[src/rtl/keccak_pkg.sv]
// Shared definitions for the Keccak-f[1600] round sequencer: geometry constants,
// step indices and the sequencer state encoding.
package keccak_pkg;

  localparam int SLICES    = 64;
  localparam int LANE_BITS = 25;
  localparam int ROUNDS    = 24;
  localparam int STEPS     = 5;

  typedef enum logic [2:0] {
    STEP_THETA = 3'd0,
    STEP_RHO   = 3'd1,
    STEP_PI    = 3'd2,
    STEP_CHI   = 3'd3,
    STEP_IOTA  = 3'd4
  } step_e;

  typedef enum logic [2:0] {
    ST_IDLE,
    ST_CLEAR,
    ST_BLANK,
    ST_RUN,
    ST_ADV,
    ST_FINISH,
    ST_ERROR
  } seq_state_e;

  // A permutation is in flight from the first CLEAR until the last ADV.
  function automatic logic seq_busy(input seq_state_e st);
    return (st == ST_CLEAR) || (st == ST_BLANK) || (st == ST_RUN) || (st == ST_ADV);
  endfunction

  // Only the engine being started or running may touch the slice memory.
  function automatic logic seq_port_en(input seq_state_e st);
    return (st == ST_BLANK) || (st == ST_RUN);
  endfunction

endpackage

[src/rtl/keccak_round_sequencer_if.sv]
// Sequencer-facing bundle: host handshake, per-engine control/memory ports and
// the single slice-memory port.
interface keccak_round_sequencer_if
  import keccak_pkg::*;
#(
  parameter int NUM_STEPS = STEPS,
  parameter int ADDR_W    = $clog2(SLICES),
  parameter int DATA_W    = LANE_BITS
) ();

  logic                        start;
  logic                        busy;
  logic                        done;
  logic                        err;
  logic [4:0]                  round_idx;
  logic [NUM_STEPS-1:0]        step_clear;
  logic [NUM_STEPS-1:0]        step_start;
  logic [NUM_STEPS-1:0]        step_done;
  logic [NUM_STEPS*ADDR_W-1:0] step_mem_adr;
  logic [NUM_STEPS*DATA_W-1:0] step_mem_in;
  logic [NUM_STEPS-1:0]        step_mem_r;
  logic [NUM_STEPS-1:0]        step_mem_w;
  logic [ADDR_W-1:0]           mem_adr;
  logic [DATA_W-1:0]           mem_in;
  logic                        mem_r;
  logic                        mem_w;

  modport master (
    input  start, step_done, step_mem_adr, step_mem_in, step_mem_r, step_mem_w,
    output busy, done, err, round_idx, step_clear, step_start,
           mem_adr, mem_in, mem_r, mem_w
  );

  modport slave (
    output start, step_done, step_mem_adr, step_mem_in, step_mem_r, step_mem_w,
    input  busy, done, err, round_idx, step_clear, step_start,
           mem_adr, mem_in, mem_r, mem_w
  );

endinterface

[src/rtl/keccak_mem_port_mux.sv]
// Zero-latency select of one engine's slice-memory port by step index; when
// disabled the memory sees an all-zero, strobe-free port.
module keccak_mem_port_mux #(
  parameter int NUM_STEPS = 5,
  parameter int ADDR_W    = 6,
  parameter int DATA_W    = 25,
  parameter int SEL_W     = 3
) (
  input  logic                        en,
  input  logic [SEL_W-1:0]            sel,
  input  logic [NUM_STEPS*ADDR_W-1:0] step_mem_adr,
  input  logic [NUM_STEPS*DATA_W-1:0] step_mem_in,
  input  logic [NUM_STEPS-1:0]        step_mem_r,
  input  logic [NUM_STEPS-1:0]        step_mem_w,
  output logic [ADDR_W-1:0]           mem_adr,
  output logic [DATA_W-1:0]           mem_in,
  output logic                        mem_r,
  output logic                        mem_w
);

  always_comb begin
    // NOTE: every output gets a default before any branch so no path can infer a latch.
    mem_adr = '0;
    mem_in  = '0;
    mem_r   = 1'b0;
    mem_w   = 1'b0;
    if (en) begin
      for (int k = 0; k < NUM_STEPS; k++) begin
        if (sel == SEL_W'(k)) begin
          mem_adr = step_mem_adr[k*ADDR_W +: ADDR_W];
          mem_in  = step_mem_in[k*DATA_W +: DATA_W];
          mem_r   = step_mem_r[k];
          mem_w   = step_mem_w[k];
        end
      end
    end
  end

endmodule

[src/rtl/keccak_round_sequencer.sv]
// Runs theta..iota for every round of one Keccak-f[1600] permutation, one engine
// at a time, with a per-step watchdog and a routed slice-memory port.
module keccak_round_sequencer
  import keccak_pkg::*;
#(
  parameter int NUM_ROUNDS = ROUNDS,
  parameter int NUM_STEPS  = STEPS,
  parameter int ADDR_W     = $clog2(SLICES),
  parameter int DATA_W     = LANE_BITS,
  parameter int TIMEOUT    = 1024
) (
  input logic                      clock,
  input logic                      reset,
  keccak_round_sequencer_if.master bus
);

  localparam int STEP_W = (NUM_STEPS > 1) ? $clog2(NUM_STEPS) : 1;
  localparam int WDOG_W = (TIMEOUT > 1) ? $clog2(TIMEOUT) : 1;

  localparam logic [STEP_W-1:0] LAST_STEP  = STEP_W'(NUM_STEPS - 1);
  localparam logic [4:0]        LAST_ROUND = 5'(NUM_ROUNDS - 1);
  localparam logic [WDOG_W-1:0] WDOG_MAX   = WDOG_W'(TIMEOUT - 1);

  seq_state_e           state_q, state_d;
  logic [STEP_W-1:0]    step_q, step_d;
  logic [4:0]           round_q, round_d;
  logic [WDOG_W-1:0]    wdog_q, wdog_d;
  logic [NUM_STEPS-1:0] step_oh;
  logic                 active_done;
  logic                 port_en;

  assign step_oh     = NUM_STEPS'(1) << step_q;
  // Done lines of idle engines are masked off here, never looked at again.
  assign active_done = |(bus.step_done & step_oh);
  assign port_en     = seq_port_en(state_q);

  always_ff @(posedge clock) begin
    // NOTE: non-blocking assignments so every flop samples pre-edge values.
    if (reset) begin
      state_q <= ST_IDLE;
      step_q  <= '0;
      round_q <= '0;
      wdog_q  <= '0;
    end else begin
      state_q <= state_d;
      step_q  <= step_d;
      round_q <= round_d;
      wdog_q  <= wdog_d;
    end
  end

  always_comb begin
    state_d = state_q;
    step_d  = step_q;
    round_d = round_q;
    wdog_d  = '0;
    unique case (state_q)
      ST_IDLE, ST_ERROR: begin
        if (bus.start) begin
          state_d = ST_CLEAR;
          step_d  = '0;
          round_d = '0;
        end
      end
      ST_CLEAR: state_d = ST_BLANK;
      // The engine's done is still stale from its previous run in BLANK.
      ST_BLANK: state_d = ST_RUN;
      ST_RUN: begin
        if (active_done) begin
          state_d = ST_ADV;
        end else if (wdog_q == WDOG_MAX) begin
          state_d = ST_ERROR;
        end else begin
          wdog_d = wdog_q + 1'b1;
        end
      end
      ST_ADV: begin
        if (step_q != LAST_STEP) begin
          step_d  = step_q + 1'b1;
          state_d = ST_CLEAR;
        end else if (round_q != LAST_ROUND) begin
          round_d = round_q + 1'b1;
          step_d  = '0;
          state_d = ST_CLEAR;
        end else begin
          state_d = ST_FINISH;
        end
      end
      ST_FINISH: state_d = ST_IDLE;
      default:   state_d = ST_IDLE;
    endcase
  end

  assign bus.busy       = seq_busy(state_q);
  assign bus.done       = (state_q == ST_FINISH);
  assign bus.err        = (state_q == ST_ERROR);
  assign bus.round_idx  = round_q;
  assign bus.step_clear = (state_q == ST_CLEAR) ? step_oh : '0;
  assign bus.step_start = port_en ? step_oh : '0;

  keccak_mem_port_mux #(
    .NUM_STEPS (NUM_STEPS),
    .ADDR_W    (ADDR_W),
    .DATA_W    (DATA_W),
    .SEL_W     (STEP_W)
  ) u_mem_mux (
    .en           (port_en),
    .sel          (step_q),
    .step_mem_adr (bus.step_mem_adr),
    .step_mem_in  (bus.step_mem_in),
    .step_mem_r   (bus.step_mem_r),
    .step_mem_w   (bus.step_mem_w),
    .mem_adr      (bus.mem_adr),
    .mem_in       (bus.mem_in),
    .mem_r        (bus.mem_r),
    .mem_w        (bus.mem_w)
  );

endmodule

[src/flat_wrapper.sv]
// flat-port wrapper written by rule: the top's interface ports become plain ports
module keccak_round_sequencer_flat import keccak_pkg::*;
#(
  parameter int NUM_ROUNDS = ROUNDS,
  parameter int NUM_STEPS  = STEPS,
  parameter int ADDR_W     = $clog2(SLICES),
  parameter int DATA_W     = LANE_BITS,
  parameter int TIMEOUT    = 1024
)
  (clock, reset, bus_start, bus_step_done, bus_step_mem_adr, bus_step_mem_in, bus_step_mem_r, bus_step_mem_w, bus_busy, bus_done, bus_err, bus_round_idx, bus_step_clear, bus_step_start, bus_mem_adr, bus_mem_in, bus_mem_r, bus_mem_w);
  keccak_round_sequencer_if #(.NUM_STEPS(NUM_STEPS), .ADDR_W(ADDR_W), .DATA_W(DATA_W)) bus_i ();
  input logic clock;
  input logic reset;
  input wire logic [$bits(bus_i.start)-1:0] bus_start;
  input wire logic [$bits(bus_i.step_done)-1:0] bus_step_done;
  input wire logic [$bits(bus_i.step_mem_adr)-1:0] bus_step_mem_adr;
  input wire logic [$bits(bus_i.step_mem_in)-1:0] bus_step_mem_in;
  input wire logic [$bits(bus_i.step_mem_r)-1:0] bus_step_mem_r;
  input wire logic [$bits(bus_i.step_mem_w)-1:0] bus_step_mem_w;
  output wire logic [$bits(bus_i.busy)-1:0] bus_busy;
  output wire logic [$bits(bus_i.done)-1:0] bus_done;
  output wire logic [$bits(bus_i.err)-1:0] bus_err;
  output wire logic [$bits(bus_i.round_idx)-1:0] bus_round_idx;
  output wire logic [$bits(bus_i.step_clear)-1:0] bus_step_clear;
  output wire logic [$bits(bus_i.step_start)-1:0] bus_step_start;
  output wire logic [$bits(bus_i.mem_adr)-1:0] bus_mem_adr;
  output wire logic [$bits(bus_i.mem_in)-1:0] bus_mem_in;
  output wire logic [$bits(bus_i.mem_r)-1:0] bus_mem_r;
  output wire logic [$bits(bus_i.mem_w)-1:0] bus_mem_w;
  assign bus_i.start = bus_start;
  assign bus_i.step_done = bus_step_done;
  assign bus_i.step_mem_adr = bus_step_mem_adr;
  assign bus_i.step_mem_in = bus_step_mem_in;
  assign bus_i.step_mem_r = bus_step_mem_r;
  assign bus_i.step_mem_w = bus_step_mem_w;
  assign bus_busy = bus_i.busy;
  assign bus_done = bus_i.done;
  assign bus_err = bus_i.err;
  assign bus_round_idx = bus_i.round_idx;
  assign bus_step_clear = bus_i.step_clear;
  assign bus_step_start = bus_i.step_start;
  assign bus_mem_adr = bus_i.mem_adr;
  assign bus_mem_in = bus_i.mem_in;
  assign bus_mem_r = bus_i.mem_r;
  assign bus_mem_w = bus_i.mem_w;
  keccak_round_sequencer #(.NUM_ROUNDS(NUM_ROUNDS), .NUM_STEPS(NUM_STEPS), .ADDR_W(ADDR_W), .DATA_W(DATA_W), .TIMEOUT(TIMEOUT)) u_core (.clock(clock), .reset(reset), .bus(bus_i));
endmodule
[config.mk]
export PLATFORM = sky130hd
export DESIGN_NAME = keccak_round_sequencer_flat
export DESIGN_NICKNAME = d
export VERILOG_FILES = /design/src/rtl/keccak_pkg.sv /design/src/rtl/keccak_round_sequencer_if.sv /design/src/rtl/keccak_mem_port_mux.sv /design/src/rtl/keccak_round_sequencer.sv /design/src/flat_wrapper.sv
export SDC_FILE = /design/constraint.sdc
export NUM_CORES = 1
export LEC_CHECK = 0
export ABC_AREA = 1
export BUFFER_PORTS_ARGS = -buffer_cell sky130_fd_sc_hd__buf_2
export CAP_MARGIN = 20
export CORE_MARGIN = 2
export CORE_UTILIZATION = 40
export CTS_CLUSTER_SIZE = 14
export DETAILED_ROUTE_END_ITERATION = 6
export GPL_TIMING_DRIVEN = 0
export PLACE_DENSITY = 0.86
export SETUP_SLACK_MARGIN = 0.1
export SLEW_MARGIN = 0
export SYNTH_ARGS = -nofsm -noshare
export SYNTH_HDL_FRONTEND = slang
export SYNTH_SLANG_ARGS = --single-unit
[constraint.sdc]
create_clock -name clock -period 4.5 [get_ports clock]
set_clock_uncertainty 0.05 [all_clocks]
set_input_delay 0.45 -clock clock [delete_from_list [all_inputs] [get_ports clock]]
set_output_delay 0.45 -clock clock [all_outputs]
set_load 0.05 [all_outputs]
Word-level counts from Yosys, hierarchy flattened
Index checks and enable logic that the tools add are counted.
- equality and inequality tests: 18
- reduce and logical (&&, ||, !) cells: 13
- bitwise gates (word level): 2
- multiplexer cells: 40
- shift-type cells: 1
- add/sub/neg operators: 3
- operator list (kind ; number):
    2-to-1 mux 25 bit ; 6
    2-to-1 mux 6 bit ; 6
    2-to-1 mux 5 bit ; 5
    2-to-1 mux 3 bit ; 8
    one-hot mux 3 bit (5 select lines) ; 1
    equality test 3 x 2 -> 1 bit (second input constant) ; 4
    equality test 3 bit (second input constant) ; 4
    2-to-1 mux 1 bit ; 12
    adder 10 x 1 -> 10 bit (second input constant) ; 1
    equality test 10 bit (second input constant) ; 1
    one-hot mux 5 bit (2 select lines) ; 1
    OR reduction 8 bit ; 1
    equality test 3 x 1 -> 1 bit (second input constant) ; 2
    zero test 3 bit ; 2
    inequality test 3 x 1 -> 1 bit (second input constant) ; 2
    one-hot mux 3 bit (2 select lines) ; 1
    adder 5 x 1 -> 5 bit (second input constant) ; 1
    bitwise AND 5 bit ; 1
    inequality test 5 bit (second input constant) ; 1
    OR reduction 5 bit ; 1
    << shifter 1 x 3 -> 5 bit (first input constant) ; 1
    logical OR 1 bit ; 4
    inequality test 2 bit (second input constant) ; 2
    AND reduction 4 bit ; 1
    other kinds (8) ; 8
- word-level logic and storage cells: 81
- flip-flop bits (word level): 21
- bits of input ports: 173

Depth between registers and ports, before layout
- depth after elaboration: 7
- mapped depth: 13

Modules after synthesis
A second synthesis with hierarchy kept.
- cells, all modules: 542
- area total of the unflattened synthesis: 2972.9 sq um
- modules (own cells, without submodules) (module ; area an instance (sq um) ; sequential area each (sq um) ; instances ; cells each):
    keccak_mem_port_mux ; 1652.8 ; 0.0 ; 1 ; 341
    keccak_round_sequencer ; 1320.0 ; 420.4 ; 1 ; 201

Worst setup path after synthesis
OpenSTA, ideal clock, no wires.
- path type: register to output
- start point: register u_core.step_q[2]
- end point: output bus_mem_adr[0]
- cell stages (with the launch flop): 10
- setup slack: 1667 ps
- arrival: 2333 ps
- cells stage by stage: dfxtp_1 inv_2 buf_6 buf_2 ha_1 buf_2 clkinv_1 clkbuf_1 o211ai_1 a21oi_1
- longest elaborated chain between the ends: 7
- elaborated cells between the ends (all ways): 11
- classes of those cells: eq/ne (4); mux (6); reduce/logical (1)
- ends and longest elaborated chain (element ; line ; text):
    from (decl) ; keccak_round_sequencer.sv:25 ; logic [STEP_W-1:0] step_q, step_d;
    from (signal assigned) ; keccak_round_sequencer.sv:46 ; step_q <= step_d;
    zero test 3 bit ; keccak_mem_port_mux.sv:29 ; if (sel == SEL_W'(k)) begin
    2-to-1 mux 6 bit (4 in a row) ; keccak_mem_port_mux.sv:29 ;
    2-to-1 mux 6 bit * ; keccak_mem_port_mux.sv:29 ;
    2-to-1 mux 6 bit * ; keccak_mem_port_mux.sv:27 ; if (en) begin
    to (decl) ; flat_wrapper.sv:26 ; output wire logic [$bits(bus_i.mem_adr)-1:0] bus_mem_adr;
Every way passes the cells marked *; elsewhere a longest branch is shown, timed or not.

Worst setup path in the final report
- start point: register u_core.step_q[2]
- end point: output bus_mem_adr[1]
The elaborated chain is that of the path after synthesis.

==> impl_metrics.ini <==
[status]
outcome = finished clean

[power_and_ir_drop]
switching_share = 0.582
pwr-share-clk = 0.096
power.share.combinational = 0.731
power_switching_uw = 747
power_per_cell_area_nw_per_um2 = 310
leakagePower_uw = 0.00219
seqPwrFrac = 0.173
power_report.internal_total_uw = 536
ir_worst_vdd_mv = 0.404

[global_route]
grt_start_max_net_pins = 13
first_global_vias = 4042
grtUsageMet1 = 0.345
initial_antenna_violation_count = 3
wire_length_of_the_first_global_routing_pass_mm = 18.3
grt_most_used_layer = met2
total_congestion_overflow_after_global_routing = 0
globalRouteMet2Util = 0.511
grt_usage = 0.293
groute.layer.met3.usage = 0.0522

[yosys]
syn_area_um2 = 2850
synth_cells = 519
syn_nets = 699
ys_seq_elements = 21
yosysUniqueCellTypes = 28
synth_area_per_cell_um2 = 5.48
yosysWarningCount = 0
synth.yosys.seq_area_share = 0.148

[worst_hold_path]
end_point_of_the_worst_hold_path = u_core.wdog_q[0]
hp-start = u_core.wdog_q[0]
worstHoldPathType = reg -> reg
hold_path_depth = 1

[clock_tree]
clock_insertion_delay_worst_skew_ps = 260
cts-htree-levels = 1
clk_root_buffer_cell = sky130_fd_sc_hd__clkbuf_8
cts-resized-gates = 0
tritoncts = yes
cts_hold_buffers = 0
cts.repair_timing.setup_buffer_count = 0
clk_path_buf_depth = 2
worst_setup_hold_path_clk_slew_ps = 70
clock_sinks = 21
cts_buffers = 3

[route]
wl_per_cell_um = 14.7
drcViolationCount = 0
drt_iter0_drc = 289
drt-vias-per-instance = 5.29
drt_pass1_iterations = 5
wirelength_mm = 12.4
drt.antenna.violating_nets = 0
route.vias.total = 4466

[critical_path]
worstPathBufferInverterCount = 7
worst_r2r_endpoint = u_core.wdog_q[2]
critical_path.max_fanout = 10
category_of_the_worst_setup_path_capture_point = output port
worst_r2r_start = u_core.step_q[2]
cp_common_cell = sky130_fd_sc_hd__buf_2
critical-path-top-delay-family = buffers and inverters
ff2ff_path_depth = 10
crit_type = reg -> out
crit_path_cell_trace = inv_2 > buf_6 > buf_2 > ha_1 > buf_2 > clkinv_1 > clkbuf_1 > o211ai_1 > a21oi_1 > buf_2
critical_path_required_ps = 4000
timing.critical_path.slowest_cell_delay_ps = 440
nature_of_the_critical_path_startpoint = register
crit_path_top_delay_cell = sky130_fd_sc_hd__clkbuf_1
reg2reg_slack_ps = 2410
crit_arrival_ps = 2770

[die]
placeable_core_region_um2 = 6830
floorplan.initialDensity = 0.417
io_pins = 224
die_area_um2 = 7810
fp.dieH_um = 88.4
row_count = 30
die_x_um = 88.4

[sta]
grt_setup_unrepaired = false
timing_hold_violations_final = 0
timing.max_slew.rel_slack = 0.604
timing.fmax_mhz = 306
worstMarginPinSlew_ps = 594
report.final.slew_viol_count = 0
timing.final.crit_share = 0.726
final.min_clock_period_ps = 3270
final-setup-viol-count = 0
totalNegativeSetupSlack_ps = 0
hold_slack_ps = 402

[cells_and_area]
area_growth_syn_to_layout_pct = 45.1
fill_cells = 686
design.final.nets = 926
regArea_um2 = 420
multi_input_area_um2 = 2040
share_of_post_route_cells_with_drive_strength_above_1 = 0.341
layout.cells.most_common = sky130_fd_sc_hd__buf_2
mostFrequentLayoutCells = sky130_fd_sc_hd__buf_2 (233), sky130_fd_sc_hd__nand2_1 (136), sky130_fd_sc_hd__inv_1 (53)

[flow_run]
cap_violations = 0

[placement]
half_perimeter_wire_length_of_the_detailed_placement_result_mm = 9.94
port_buffer_count = 222
globalplace.congestion = 0.952
-- per-stage QoR --
step / power [µW] / std cells / instance area, µm² / utilization / worst slack [ps]
2_1_floorplan: 903 / 519 / 2850 / - / 1670
3_3_place_gp: 1140 / 837 / 4080 / 0.597 / 1630
3_5_place_dp: 1160 / 837 / 4080 / 0.597 / 1530
4_1_cts: 1280 / 841 / 4120 / 0.604 / 1240
5_1_grt: 1370 / 844 / 4130 / 0.605 / 1090
6_report: 1280 / 844 / 4130 / 0.605 / 1230
-- power groups by stage --
stage	logic, µW	clock network [µW]	registers, µW
3_5_place_dp	929	0	226
3_3_place_gp	910	0	225
2_1_floorplan	655	0	248
6_report	938	123	222
4_1_cts	933	124	222
5_1_grt	1020	128	225
-- routing by layer --
layer / wire, µm / share of wire
met3: 1130 / 0.091
met5: 0 / 0
met4: 370 / 0.030
met1: 4730 / 0.38
met2: 6150 / 0.50
-- layout make-up --
type | count | share of cell area
tap | 96 | 0.0291
antenna | 3 | 0.00182
timing repair buffer | 222 | 0.269
multi-input combinational | 403 | 0.493
clock inverter | 1 | 0.00121
inverter | 56 | 0.0509
clock buffer | 3 | 0.00999
buffer | 39 | 0.0433
sequential | 21 | 0.102
-- synth_stat cells --
cell	instances	area share
sky130_fd_sc_hd__nor4_1	1	0.0022
sky130_fd_sc_hd__nand4_1	33	0.073
sky130_fd_sc_hd__buf_2	11	0.019
sky130_fd_sc_hd__inv_2	1	0.0013
sky130_fd_sc_hd__buf_1	5	0.0066
sky130_fd_sc_hd__buf_4	3	0.0079
sky130_fd_sc_hd__nand3b_1	1	0.0026
sky130_fd_sc_hd__clkbuf_1	19	0.025
sky130_fd_sc_hd__o21ai_0	36	0.063
sky130_fd_sc_hd__nand3_1	49	0.086
sky130_fd_sc_hd__o21ai_1	1	0.0018
sky130_fd_sc_hd__inv_1	53	0.070
sky130_fd_sc_hd__xnor2_1	2	0.0062
sky130_fd_sc_hd__xor2_1	5	0.015
sky130_fd_sc_hd__nand2_2	2	0.0044
sky130_fd_sc_hd__dfxtp_1	21	0.15
sky130_fd_sc_hd__or2_2	1	0.0022
sky130_fd_sc_hd__buf_6	1	0.0040
sky130_fd_sc_hd__nor3b_2	1	0.0044
sky130_fd_sc_hd__nand2_1	136	0.18
sky130_fd_sc_hd__ha_1	7	0.031
sky130_fd_sc_hd__nor3_1	4	0.0070
sky130_fd_sc_hd__nor2_2	4	0.0088
sky130_fd_sc_hd__a21oi_1	41	0.072
sky130_fd_sc_hd__nand3_2	4	0.014
sky130_fd_sc_hd__nor2_1	42	0.055
sky130_fd_sc_hd__o211ai_1	33	0.087
sky130_fd_sc_hd__clkinv_1	2	0.0026
-- worst max path at each step --
stage	startpoint	depth (start not counted)	slack (ps)	to
3_5_place_dp	u_core.step_q[2]	10	1530	bus_mem_adr[1]
6_report	u_core.step_q[2]	10	1230	bus_mem_adr[1]
4_1_cts	u_core.step_q[2]	10	1240	bus_mem_adr[1]
3_3_place_gp	u_core.step_q[2]	10	1630	bus_mem_adr[4]
2_1_floorplan	u_core.step_q[2]	9	1670	bus_mem_adr[0]
5_1_grt	u_core.step_q[2]	10	1090	bus_mem_adr[1]
-- state kept, by name (all words and copies together), names as in the netlist --
register              count
u_core.state_q            3
u_core.wdog_q            10
u_core.bus.round_idx      5
u_core.step_q             3
-- cells by family (layout without fill, tap and decap cells) --
kind of cell    after synthesis  in the layout  synth area share
compound gates              111            111             0.224
xor+xnor                      7              7            0.0215
fa+ha+maj                     7              7            0.0308
buf+inv                      95            321             0.137
flops                        21             21             0.148
other cells                   0              3                 0
simple gates                278            278             0.439
Power figures use the tool's default switching activity.
